--- src/rtl/trap_trigger_sequencer.sv ---
// ============================================================================
// Module   : trap_trigger_sequencer
// Function : Burst trigger generator for the optical-trap DC toggle stage.
// Revision : 1.0 - initial release
// ============================================================================
`timescale 1ns/1ps
`default_nettype none

module trap_trigger_sequencer #(
    parameter int COUNTER_WIDTH = 18,
    parameter int BURST_WIDTH   = 8
) (
    input  logic                     clk_i,
    input  logic                     rst_i,
    input  logic                     enable_i,
    input  logic                     sw_trig_i,
    input  logic                     ext_trig_i,
    input  logic                     ext_trig_en_i,
    input  logic [BURST_WIDTH-1:0]   burst_count_i,
    input  logic [COUNTER_WIDTH-1:0] period_cycles_i,
    input  logic [COUNTER_WIDTH-1:0] holdoff_cycles_i,
    input  logic                     clear_i,
    output logic                     trig_o,
    output logic                     busy_o,
    output logic [BURST_WIDTH-1:0]   pulse_count_o,
    output logic                     missed_o
);

    localparam logic [COUNTER_WIDTH-1:0] c_cnt_zero  = '0;
    localparam logic [COUNTER_WIDTH-1:0] c_cnt_one   = COUNTER_WIDTH'(1);
    localparam logic [COUNTER_WIDTH-1:0] c_cnt_two   = COUNTER_WIDTH'(2);
    localparam logic [BURST_WIDTH-1:0]   c_burst_one = BURST_WIDTH'(1);

    typedef enum logic [1:0] {
        ST_IDLE    = 2'd0,
        ST_PERIOD  = 2'd1,
        ST_HOLDOFF = 2'd2
    } state_t;

    // ------------------------------------------------------------------
    // Trigger capture
    // ------------------------------------------------------------------
    logic       r_ext_sync1;
    logic       r_ext_sync2;
    logic       r_ext_sync3;
    logic [1:0] r_ext_vld;
    logic       r_ext_armed;
    logic       r_sw_prev;

    // The armed flag only sets once a genuine low level has travelled through
    // the synchronizer, so a line held high across reset never fires.
    always_ff @(posedge clk_i or posedge rst_i) begin
        if (rst_i) begin
            r_ext_sync1 <= 1'b0;
            r_ext_sync2 <= 1'b0;
            r_ext_sync3 <= 1'b0;
            r_ext_vld   <= 2'b00;
            r_ext_armed <= 1'b0;
            r_sw_prev   <= 1'b0;
        end else begin
            r_ext_sync1 <= ext_trig_i;
            r_ext_sync2 <= r_ext_sync1;
            r_ext_sync3 <= r_ext_sync2;
            r_ext_vld   <= {r_ext_vld[0], 1'b1};
            r_ext_armed <= r_ext_armed | (r_ext_vld[1] & ~r_ext_sync2);
            r_sw_prev   <= sw_trig_i;
        end
    end

    logic w_ext_edge;
    logic w_sw_edge;
    logic w_start;

    assign w_ext_edge = r_ext_sync2 & ~r_ext_sync3 & r_ext_armed & ext_trig_en_i;
    assign w_sw_edge  = sw_trig_i & ~r_sw_prev;
    assign w_start    = w_sw_edge | w_ext_edge;

    // ------------------------------------------------------------------
    // Sequencer state
    // ------------------------------------------------------------------
    state_t                   r_state;
    logic [COUNTER_WIDTH-1:0] r_cnt;
    logic [BURST_WIDTH-1:0]   r_burst;
    logic [COUNTER_WIDTH-1:0] r_period_m1;
    logic [COUNTER_WIDTH-1:0] r_holdoff;
    logic [BURST_WIDTH-1:0]   r_pcnt;
    logic                     r_trig;
    logic                     r_busy;
    logic                     r_missed;

    state_t                   w_state_nxt;
    logic [COUNTER_WIDTH-1:0] w_cnt_nxt;
    logic [BURST_WIDTH-1:0]   w_burst_nxt;
    logic [COUNTER_WIDTH-1:0] w_period_m1_nxt;
    logic [COUNTER_WIDTH-1:0] w_holdoff_nxt;
    logic [BURST_WIDTH-1:0]   w_pcnt_nxt;
    logic                     w_trig_nxt;
    logic                     w_miss;

    logic [BURST_WIDTH-1:0]   w_burst_eff;
    logic [COUNTER_WIDTH-1:0] w_period_eff;

    assign w_burst_eff  = (burst_count_i == '0) ? c_burst_one : burst_count_i;
    assign w_period_eff = (period_cycles_i < c_cnt_two) ? c_cnt_two : period_cycles_i;
    assign w_miss       = w_start & enable_i & (r_state != ST_IDLE);

    always_ff @(posedge clk_i or posedge rst_i) begin
        if (rst_i) begin
            r_state     <= ST_IDLE;
            r_cnt       <= c_cnt_zero;
            r_burst     <= c_burst_one;
            r_period_m1 <= c_cnt_one;
            r_holdoff   <= c_cnt_zero;
            r_pcnt      <= '0;
            r_trig      <= 1'b0;
            r_busy      <= 1'b0;
            r_missed    <= 1'b0;
        end else begin
            r_state     <= w_state_nxt;
            r_cnt       <= w_cnt_nxt;
            r_burst     <= w_burst_nxt;
            r_period_m1 <= w_period_m1_nxt;
            r_holdoff   <= w_holdoff_nxt;
            r_pcnt      <= w_pcnt_nxt;
            r_trig      <= w_trig_nxt;
            r_busy      <= (w_state_nxt != ST_IDLE);
            if (w_miss) begin
                r_missed <= 1'b1;
            end else if (clear_i) begin
                r_missed <= 1'b0;
            end
        end
    end

    // Holdoff is counted as H cycles from the expiry of the last period, so
    // the sequencer is back in IDLE exactly H cycles after that expiry.
    always_comb begin
        w_state_nxt     = r_state;
        w_cnt_nxt       = r_cnt;
        w_burst_nxt     = r_burst;
        w_period_m1_nxt = r_period_m1;
        w_holdoff_nxt   = r_holdoff;
        w_pcnt_nxt      = r_pcnt;
        w_trig_nxt      = 1'b0;

        if (!enable_i) begin
            w_state_nxt = ST_IDLE;
            w_cnt_nxt   = c_cnt_zero;
        end else begin
            case (r_state)
                ST_IDLE: begin
                    if (w_start) begin
                        w_burst_nxt     = w_burst_eff;
                        w_period_m1_nxt = w_period_eff - c_cnt_one;
                        w_holdoff_nxt   = holdoff_cycles_i;
                        w_trig_nxt      = 1'b1;
                        w_pcnt_nxt      = c_burst_one;
                        w_cnt_nxt       = w_period_eff - c_cnt_one;
                        w_state_nxt     = ST_PERIOD;
                    end
                end

                ST_PERIOD: begin
                    if (r_cnt != c_cnt_zero) begin
                        w_cnt_nxt = r_cnt - c_cnt_one;
                    end else if (r_pcnt < r_burst) begin
                        w_trig_nxt = 1'b1;
                        w_pcnt_nxt = r_pcnt + c_burst_one;
                        w_cnt_nxt  = r_period_m1;
                    end else if (r_holdoff == c_cnt_zero) begin
                        w_state_nxt = ST_IDLE;
                    end else begin
                        w_cnt_nxt   = r_holdoff - c_cnt_one;
                        w_state_nxt = ST_HOLDOFF;
                    end
                end

                ST_HOLDOFF: begin
                    if (r_cnt != c_cnt_zero) begin
                        w_cnt_nxt = r_cnt - c_cnt_one;
                    end else begin
                        w_state_nxt = ST_IDLE;
                    end
                end

                default: begin
                    w_state_nxt = ST_IDLE;
                    w_cnt_nxt   = c_cnt_zero;
                end
            endcase
        end
    end

    assign trig_o        = r_trig;
    assign busy_o        = r_busy;
    assign pulse_count_o = r_pcnt;
    assign missed_o      = r_missed;

endmodule

`default_nettype wire
--- config.mk ---
export PLATFORM = sky130hd
export DESIGN_NAME = trap_trigger_sequencer
export DESIGN_NICKNAME = d
export VERILOG_FILES = /design/src/rtl/trap_trigger_sequencer.sv
export SDC_FILE = /design/constraint.sdc
export NUM_CORES = 1
export LEC_CHECK = 0
export CORE_ASPECT_RATIO = 1.2
export CORE_MARGIN = 2
export CORE_UTILIZATION = 61
export DETAILED_ROUTE_END_ITERATION = 6
export GPL_TIMING_DRIVEN = 1
export HOLD_SLACK_MARGIN = 0.06
export PLACE_DENSITY = 0.95
export SETUP_SLACK_MARGIN = 0.1
export SYNTH_ARGS = -nofsm -noshare
export SYNTH_HDL_FRONTEND = slang
export SYNTH_SLANG_ARGS = --single-unit
export TNS_END_PERCENT = 10
--- constraint.sdc ---
create_clock -name clk_i -period 4.4 [get_ports clk_i]
set_clock_uncertainty 0.15 [all_clocks]
set_input_delay 1.1 -clock clk_i [delete_from_list [all_inputs] [get_ports clk_i]]
set_output_delay 1.1 -clock clk_i [all_outputs]
set_load 0.02 [all_outputs]
==> results of run 1 <==
==> power breakdown <==
part | internal (mW) | switching, mW | total, mW
Sequential | 0.880 | 0.145 | 1.02
Clock | 0.204 | 0.296 | 0.500
Combinational | 0.338 | 0.469 | 0.808
Total | 1.42 | 0.910 | 2.33
==> flip-flops by register name, summed over array words and instances (netlist names) <==
register       flops
r_cnt             18
r_holdoff         18
r_period_m1       18
pulse_count_o      8
r_burst            8
r_ext_vld          2
r_state            2
busy_o             1
missed_o           1
r_ext_armed        1
r_ext_sync1        1
r_ext_sync2        1
r_ext_sync3        1
r_sw_prev          1
trig_o             1
==> worst max path at each step <==
stage                              startpoint        end  slack, ns  cells past startpoint
after global routing      period_cycles_i[12]   r_cnt[6]       0.06                     12
after global placement    period_cycles_i[11]   r_cnt[6]       0.10                     12
after detailed placement  period_cycles_i[11]   r_cnt[6]       0.02                     12
after floorplan           period_cycles_i[12]   r_cnt[4]       0.46                     11
after CTS                 period_cycles_i[11]   r_cnt[6]       0.40                     12
final                     period_cycles_i[11]  r_cnt[12]       0.33                     11
==> metal layers <==
metal / share of wire [%] / global-route usage, %
met5: 0 / 0
met4: 3.1 / 13.19
met3: 9.6 / 5.766
met2: 48 / 51.24
met1: 39 / 47.10
==> through the flow <==
stage,cell area (sq um),setup slack [ns]
final,6135,0.3321
after global routing,6135,0.05551
after CTS,6135,0.3964
after detailed placement,5964,0.01551
after global placement,5964,0.1011
after floorplan,5152,0.4634
==> cells in the final DEF (no fill, tap or decap), drive strengths merged, types with 3 or more instances in the layout <==
cell,count
a22o,6
or4,7
a2111oi,3
nor4,20
buf,20
nand3,16
nor2b,6
a21oi,20
o21ai,36
clkdlybuf4s50,61
ha,11
o31a,3
nand4b,7
mux2i,12
a21o,7
nor2,47
and2,4
o22ai,5
xor2,15
or3,11
or2,6
dfrtp,80
xnor2,25
inv,20
clkinv,8
nand2b,7
nand4,7
o31ai,6
nand2,102
mux2,6
nor3,21
clkbuf,9
o211ai,8
a211oi,7
==> kinds of logic after synthesis <==
group	share of synthesized area, %
buffers and inverters	3.521
other	0.07278
and+or+nand+nor	27.05
DFF	39.87
AOI/OAI and AO/OA	16.37
adders and majority gates	2.671
muxes	3.643
xor gates and xnor gates	6.799
==> final cells by class <==
cell class	count	area, sq um	area share (%)
Sequential cell	82	2054	33.49
Clock buffer	9	123.9	2.019
Clock inverter	7	46.29	0.7546
Multi-Input combinational cell	459	2924	47.66
Inverter	21	82.58	1.346
Tap cell	114	142.6	2.325
Timing Repair Buffer	81	760.7	12.40
==> results by group, run 1 <==
Run status
  • Outcome: completed

Finish
  • Area Growth Syn to Fin: 19.06%
  • # fillers: 570
  • Final nets: 716
  • Final core utilization: 75.25%
  • Total inserted antenna cells: 0
  • Fraction of layout cells with a size suffix above 1: 10.32%
  • Final non-filler cell total: 773

STA
  • Period utilisation layout: 92.45%
  • Final hold violation count: 0
  • Slew of the pin with the lowest slew margin: 0.9988 ns
  • Setup repair after global routing missed its margin: true
  • Max Transition Viols Final: 0
  • Remaining max-slew budget at the tightest pin: 33.41%
  • Final critical delay including setup and external delays: 4.068 ns
  • Finish-stage setup viols: 0
  • WHS: 0.2051 ns
  • Total Neg Setup Slack: 0 ns
  • F_max: 0.2458 GHz

Pwr
  • Total power density per cell area: 380.2 nW/um^2
  • P_leak: 2.505 nW
  • Maximum ir drop on the vdd rail: 0.0004002 V
  • Tot Pwr: 2.333 mW

Synth
  • Cell with the most instances after synthesis: sky130_fd_sc_hd__nand2_1
  • Share of the yosys chip area belonging to registers: 39.87%
  • Net count after synthesis: 648
  • Post-synth cell types: 66
  • Commonest cells in the synthesized netlist: sky130_fd_sc_hd__nand2_1, sky130_fd_sc_hd__dfrtp_1, sky130_fd_sc_hd__nor2_1
  • Post-Synthesis Mean Instance Area: 8.793 sq um
  • Top post-synthesis cells by area: sky130_fd_sc_hd__dfrtp_1, sky130_fd_sc_hd__nand2_1, sky130_fd_sc_hd__xnor2_1, sky130_fd_sc_hd__nor2_1, sky130_fd_sc_hd__o21ai_0
  • Share of flip-flops with an asynchronous set or reset: 100.0%
  • Leading area contributor after synthesis: sky130_fd_sc_hd__dfrtp_1
  • Seq cells post-synth: 82
  • Synthesis warning total: 0
  • Number of standard cells after synthesis: 586
  • Cell Area, Synth: 5152 sq um
  • Prevailing post-synth register cell: sky130_fd_sc_hd__dfrtp_1
  • Count of flip-flops with a built-in enable after synthesis: 0
  • Fraction of synthesized cell area taken by the top area cell type: 38.85%

Floorplanning
  • Die Height: 104.7 microns
  • Floorplan die area: 9200 sq um
  • Standard-cell row count: 36
  • Starting density of the core: 63.20%
  • Width of the die: 87.90 microns
  • Std-Cell Core Area: 8153 sq um
  • Boundary pin count: 62

Drt
  • Average detailed-routed wire length per instance: 19.10 microns
  • Initial detailed-routing violation count: 556
  • Final Routed Wirelength: 14760 microns
  • Number of search-and-repair iterations in the first detailed-routing pass: 6
  • Via density per instance: 6.476
  • Number of remaining DRC errors: 0
  • Number of nets with antenna violations after routing: 0
  • Via count of the routed design: 5006

Clock tree
  • Skew-Pair Late Insertion Delay: 0.38 ns
  • CTS buffer count: 9
  • Total clock sinks: 82
  • Cell chosen for the clock root: sky130_fd_sc_hd__clkbuf_8
  • Max clock buf depth: 2
  • Post-cts gate resize count: 0
  • Hold-fix buffers, CTS: 0
  • Post-CTS setup-driven buffer insertion count: 0
  • Clock transition time at the flip-flop clock pins of the worst setup and hold paths: 0.09 ns
  • Maximum level of the CTS H-tree: 3
  • TritonCTS clock tree: done

GRT
  • Overflow left after global routing: 0
  • Maximum number of pins on one net before global-route repair: 42
  • Total routing usage reported by global routing: 33.48%
  • Initial antenna violation count: 0
  • Global-route wire length before repair: 23950 microns
  • Via count of the first global-routing pass: 4677

Worst hold path
  • Hold Crit Depth: 0
  • Endpoint of the worst hold-timing path: r_ext_sync2
  • Launch point of the worst hold path: r_ext_sync1
  • Class of the tightest hold or removal check: reg2reg

Worst setup path
  • Worst flop-to-flop path endpoint: r_cnt[6]
  • WP data arrival: 4.18 ns
  • WP buf/inv: 1
  • Startpoint type of the worst setup path: input pin
  • Endpoint required time on the critical path: 4.51 ns
  • Crit path max-delay family: simple AND/OR/NAND/NOR gates
  • Slack of the worst reg-to-reg path: 0.73 ns
  • R2R depth: 7
  • Crit Reg-Reg Startpoint: pulse_count_o[2]
  • Type of the worst setup path: in2reg
  • CP Max Fanout: 7
  • Maximum single-stage delay on the critical path: 0.60 ns
  • Worst path slowest cell: sky130_fd_sc_hd__or4_1
  • Sort of element at the end of the critical path: flop
  • Ordered cell list for the critical path: clkdlybuf4s50_1, or4_1, nor4_2, nand2_1, o31ai_1, ha_1, nand2b_1, nor3_1, xnor2_1, o221ai_1, a32o_1

Placement
  • Total of buffers placed on input and output ports: 61
  • Placed cell count: 757
  • Final RePlAce weighted congestion: 1.011
  • HPWL after detailed placement: 10990 microns

Job
  • Reported max-cap violation count: 0
(Power assumes the default switching activity.)
==> run 2: changes to the inputs <==
--- a/config.mk
+++ b/config.mk
@@ -9,6 +9,7 @@
 export CORE_MARGIN = 2
 export CORE_UTILIZATION = 61
 export DETAILED_ROUTE_END_ITERATION = 6
+export GPL_ROUTABILITY_DRIVEN = 0
 export GPL_TIMING_DRIVEN = 1
 export HOLD_SLACK_MARGIN = 0.06
 export PLACE_DENSITY = 0.95
==> run 2 against run 1 <==
Critical path type unchanged. Largest power group unchanged. Core utilization up 0.35 points. Final cell count down 0.65%. Design area up 0.47%. Largest cell class unchanged. Critical path depth up 1.
==> results by group, run 2 (synthesized netlist as in run 1, its figures left out) <==
Floorplanning
  • Width of the die: 87.90 microns (unchanged)
  • Standard-cell row count: 36 (unchanged)
  • Std-Cell Core Area: 8153 sq um (unchanged)
  • Floorplan die area: 9200 sq um (unchanged)
  • Die Height: 104.7 microns (unchanged)
  • Boundary pin count: 62 (unchanged)
  • Starting density of the core: 63.20% (unchanged)

Run status
  • Outcome: completed

Placement
  • Total of buffers placed on input and output ports: 61 (unchanged)
  • HPWL after detailed placement: 10900 microns (-0.84%)

Pwr
  • Maximum ir drop on the vdd rail: 0.0003593 V (-10%)
  • Switch Pwr: 0.9117 mW (+0.18%)
  • Relative contribution of combinational cells to total power: 33.7% (-0.9 points)
  • Switch share: 37.71% (-1.3 points)
  • Sequential cell fraction of total power: 42.4% (-1.5 points)
  • Internal power: 1.506 mW (+5.9%)
  • Total power density per cell area: 392.3 nW/um^2 (+3.2%)
  • Clock power share: 24.0% (+2.6 points)
  • Tot Pwr: 2.418 mW (+3.7%)
  • P_leak: 2.502 nW (-0.13%)

GRT
  • Overflow left after global routing: 0 (unchanged)
  • Maximum number of pins on one net before global-route repair: 42 (unchanged)
  • Total routing usage reported by global routing: 33.51% (about the same)
  • Initial antenna violation count: 0 (unchanged)
  • Via count of the first global-routing pass: 4920 (+5.2%)
  • Global-route wire length before repair: 23980 microns (+0.15%)

Clock tree
  • Post-CTS setup-driven buffer insertion count: 0 (unchanged)
  • Clock transition time at the flip-flop clock pins of the worst setup and hold paths: 0.08 ns (about the same)
  • Hold-fix buffers, CTS: 0 (unchanged)
  • Total clock sinks: 82 (unchanged)
  • Skew-Pair Late Insertion Delay: 0.38 ns (about the same)
  • Max clock buf depth: 2 (unchanged)
  • Maximum level of the CTS H-tree: 3 (unchanged)
  • Post-cts gate resize count: 0 (unchanged)
  • CTS buffer count: 9 (unchanged)
  • TritonCTS clock tree: done
  • Cell chosen for the clock root: sky130_fd_sc_hd__clkbuf_8

Worst setup path
  • Type of the worst setup path: in2reg
  • WP data arrival: 4.29 ns (+0.11 ns)
  • Maximum single-stage delay on the critical path: 0.64 ns (+0.04 ns)
  • Startpoint type of the worst setup path: input pin
  • Endpoint required time on the critical path: 4.56 ns (+0.05 ns)
  • Worst path slowest cell: sky130_fd_sc_hd__or4_1
  • Ordered cell list for the critical path: clkdlybuf4s50_1, or4_1, nor4_4, nand2_1, o31ai_1, ha_1, nor3b_1, xor2_1, nor2_1, o32a_1, o21ai_0, a22o_1
  • CP Max Fanout: 4 (-3)
  • R2R depth: 7 (unchanged)
  • Sort of element at the end of the critical path: flop

Worst hold path
  • Hold Crit Depth: 0 (unchanged)
  • Class of the tightest hold or removal check: reg2reg

Finish
  • # fillers: 511 (-10%)
  • Leading cell type in the layout, fill and taps excluded: sky130_fd_sc_hd__nand2_1
  • Area Growth Syn to Fin: 19.62%
  • Total area of sequential cells: 2054 sq um (unchanged)
  • Final nets: 711 (-0.70%)
  • Total inserted antenna cells: 0 (unchanged)
  • Area of the multi-input gates: 2957 sq um (+1.1%)
  • Fraction of layout cells with a size suffix above 1: 10.09% (-0.23 points)
  • Final core utilization: 75.60% (+0.35 points)
  • Biggest regs: r_cnt x18, r_holdoff x18, r_period_m1 x18
  • Top library cells by usage in the layout, fill and taps aside: sky130_fd_sc_hd__nand2_1, sky130_fd_sc_hd__dfrtp_1, sky130_fd_sc_hd__clkdlybuf4s50_1, sky130_fd_sc_hd__nor2_1, sky130_fd_sc_hd__o21ai_0

Drt
  • Number of search-and-repair iterations in the first detailed-routing pass: 7 (+1)
  • Initial detailed-routing violation count: 886 (+59%)
  • Average detailed-routed wire length per instance: 19.84 microns (+3.9%)
  • Number of remaining DRC errors: 0 (unchanged)
  • Number of nets with antenna violations after routing: 0 (unchanged)
  • Final Routed Wirelength: 15240 microns (+3.2%)
  • Via density per instance: 6.706 (+3.5%)
  • Via count of the routed design: 5150 (+2.9%)

STA
  • Slew of the pin with the lowest slew margin: 0.9682 ns (-0.03062 ns)
  • Setup repair after global routing missed its margin: false
  • F_max: 0.2423 GHz (-1.4%)
  • Final critical delay including setup and external delays: 4.127 ns (+0.05898 ns)
  • Remaining max-slew budget at the tightest pin: 35.45% (+2.0 points)
  • Final hold violation count: 0 (unchanged)
  • Total Neg Setup Slack: 0 ns (unchanged)
  • Finish-stage setup viols: 0 (unchanged)
  • Max Transition Viols Final: 0 (unchanged)
  • Period utilisation layout: 93.79% (+1.3 points)

Job
  • Reported max-cap violation count: 0 (unchanged)
[run 2: changes by cell type in the layout (fill, tap and decap cells not counted), sizes merged]
| cell | delta |
|---|---|
| buf | -5 |
| bufinv | +1 |
| clkbuf | +2 |
| clkinv | -4 |
| clkinvlp | +1 |
[run 2: worst max-delay path, delay by kind of cell]
kind	cells	cell delay [ns]
buffers and inverters	1	0.50
AND/OR/NAND/NOR	5	1.29
adder cells (fa/ha/maj)	1	0.29
XOR/XNOR	1	0.21
AO/OA/AOI/OAI	4	0.90
[run 2: worst paths after layout]
| check | start | to | slack [ns] |
|---|---|---|---|
| max in group asynchronous | rst_i | r_cnt[6] | 2.52 |
| min in group asynchronous | rst_i | pulse_count_o[5] | 0.83 |
| worst max register to register | pulse_count_o[2] | r_cnt[6] | 0.75 |
| worst min register to register | r_ext_sync1 | r_ext_sync2 | 0.20 |
| worst min-delay path | r_ext_sync1 | r_ext_sync2 | 0.20 |
| worst max-delay path | period_cycles_i[11] | r_cnt[4] | 0.27 |
[run 2: power groups by stage]
stage	combinational (mW)	sequential, mW	clock (mW)
6_report	0.814	1.02	0.579
3_5_place_dp	0.774	1.03	0
2_1_floorplan	0.532	1.00	0
3_3_place_gp	0.737	1.02	0
4_1_cts	0.787	1.02	0.575
5_1_grt	0.875	1.04	0.607
[run 2: cell type report]
cell class | count | area share [%]
flip-flops and latches | 82 | 33.33
multi-input cells | 459 | 47.97
inverters | 21 | 1.340
repair buffers | 76 | 11.73
clock buffers | 11 | 2.456
clock inverters | 5 | 0.8526
well taps | 114 | 2.314
[run 2: per-layer routing]
metal	global-route usage (%)	wire length, microns	vias up
li1	-	-	2236
met4	17.91	835	0
met2	51.68	7177	411
met5	0	0	-
met1	44.05	5622	2396
met3	6.556	1601	107
[run 2: stage by stage]
stage	hold slack [ns]	area, sq um	instances	setup WS, ns
2_1_floorplan	0.1812	5152	586	0.4634
3_3_place_gp	0.1846	5927	752	0.08276
3_5_place_dp	0.1943	5927	752	-0.1645
4_1_cts	0.2073	6131	768	0.2345
5_1_grt	0.2164	6163	768	0.06109
6_report	0.2032	6163	768	0.2732
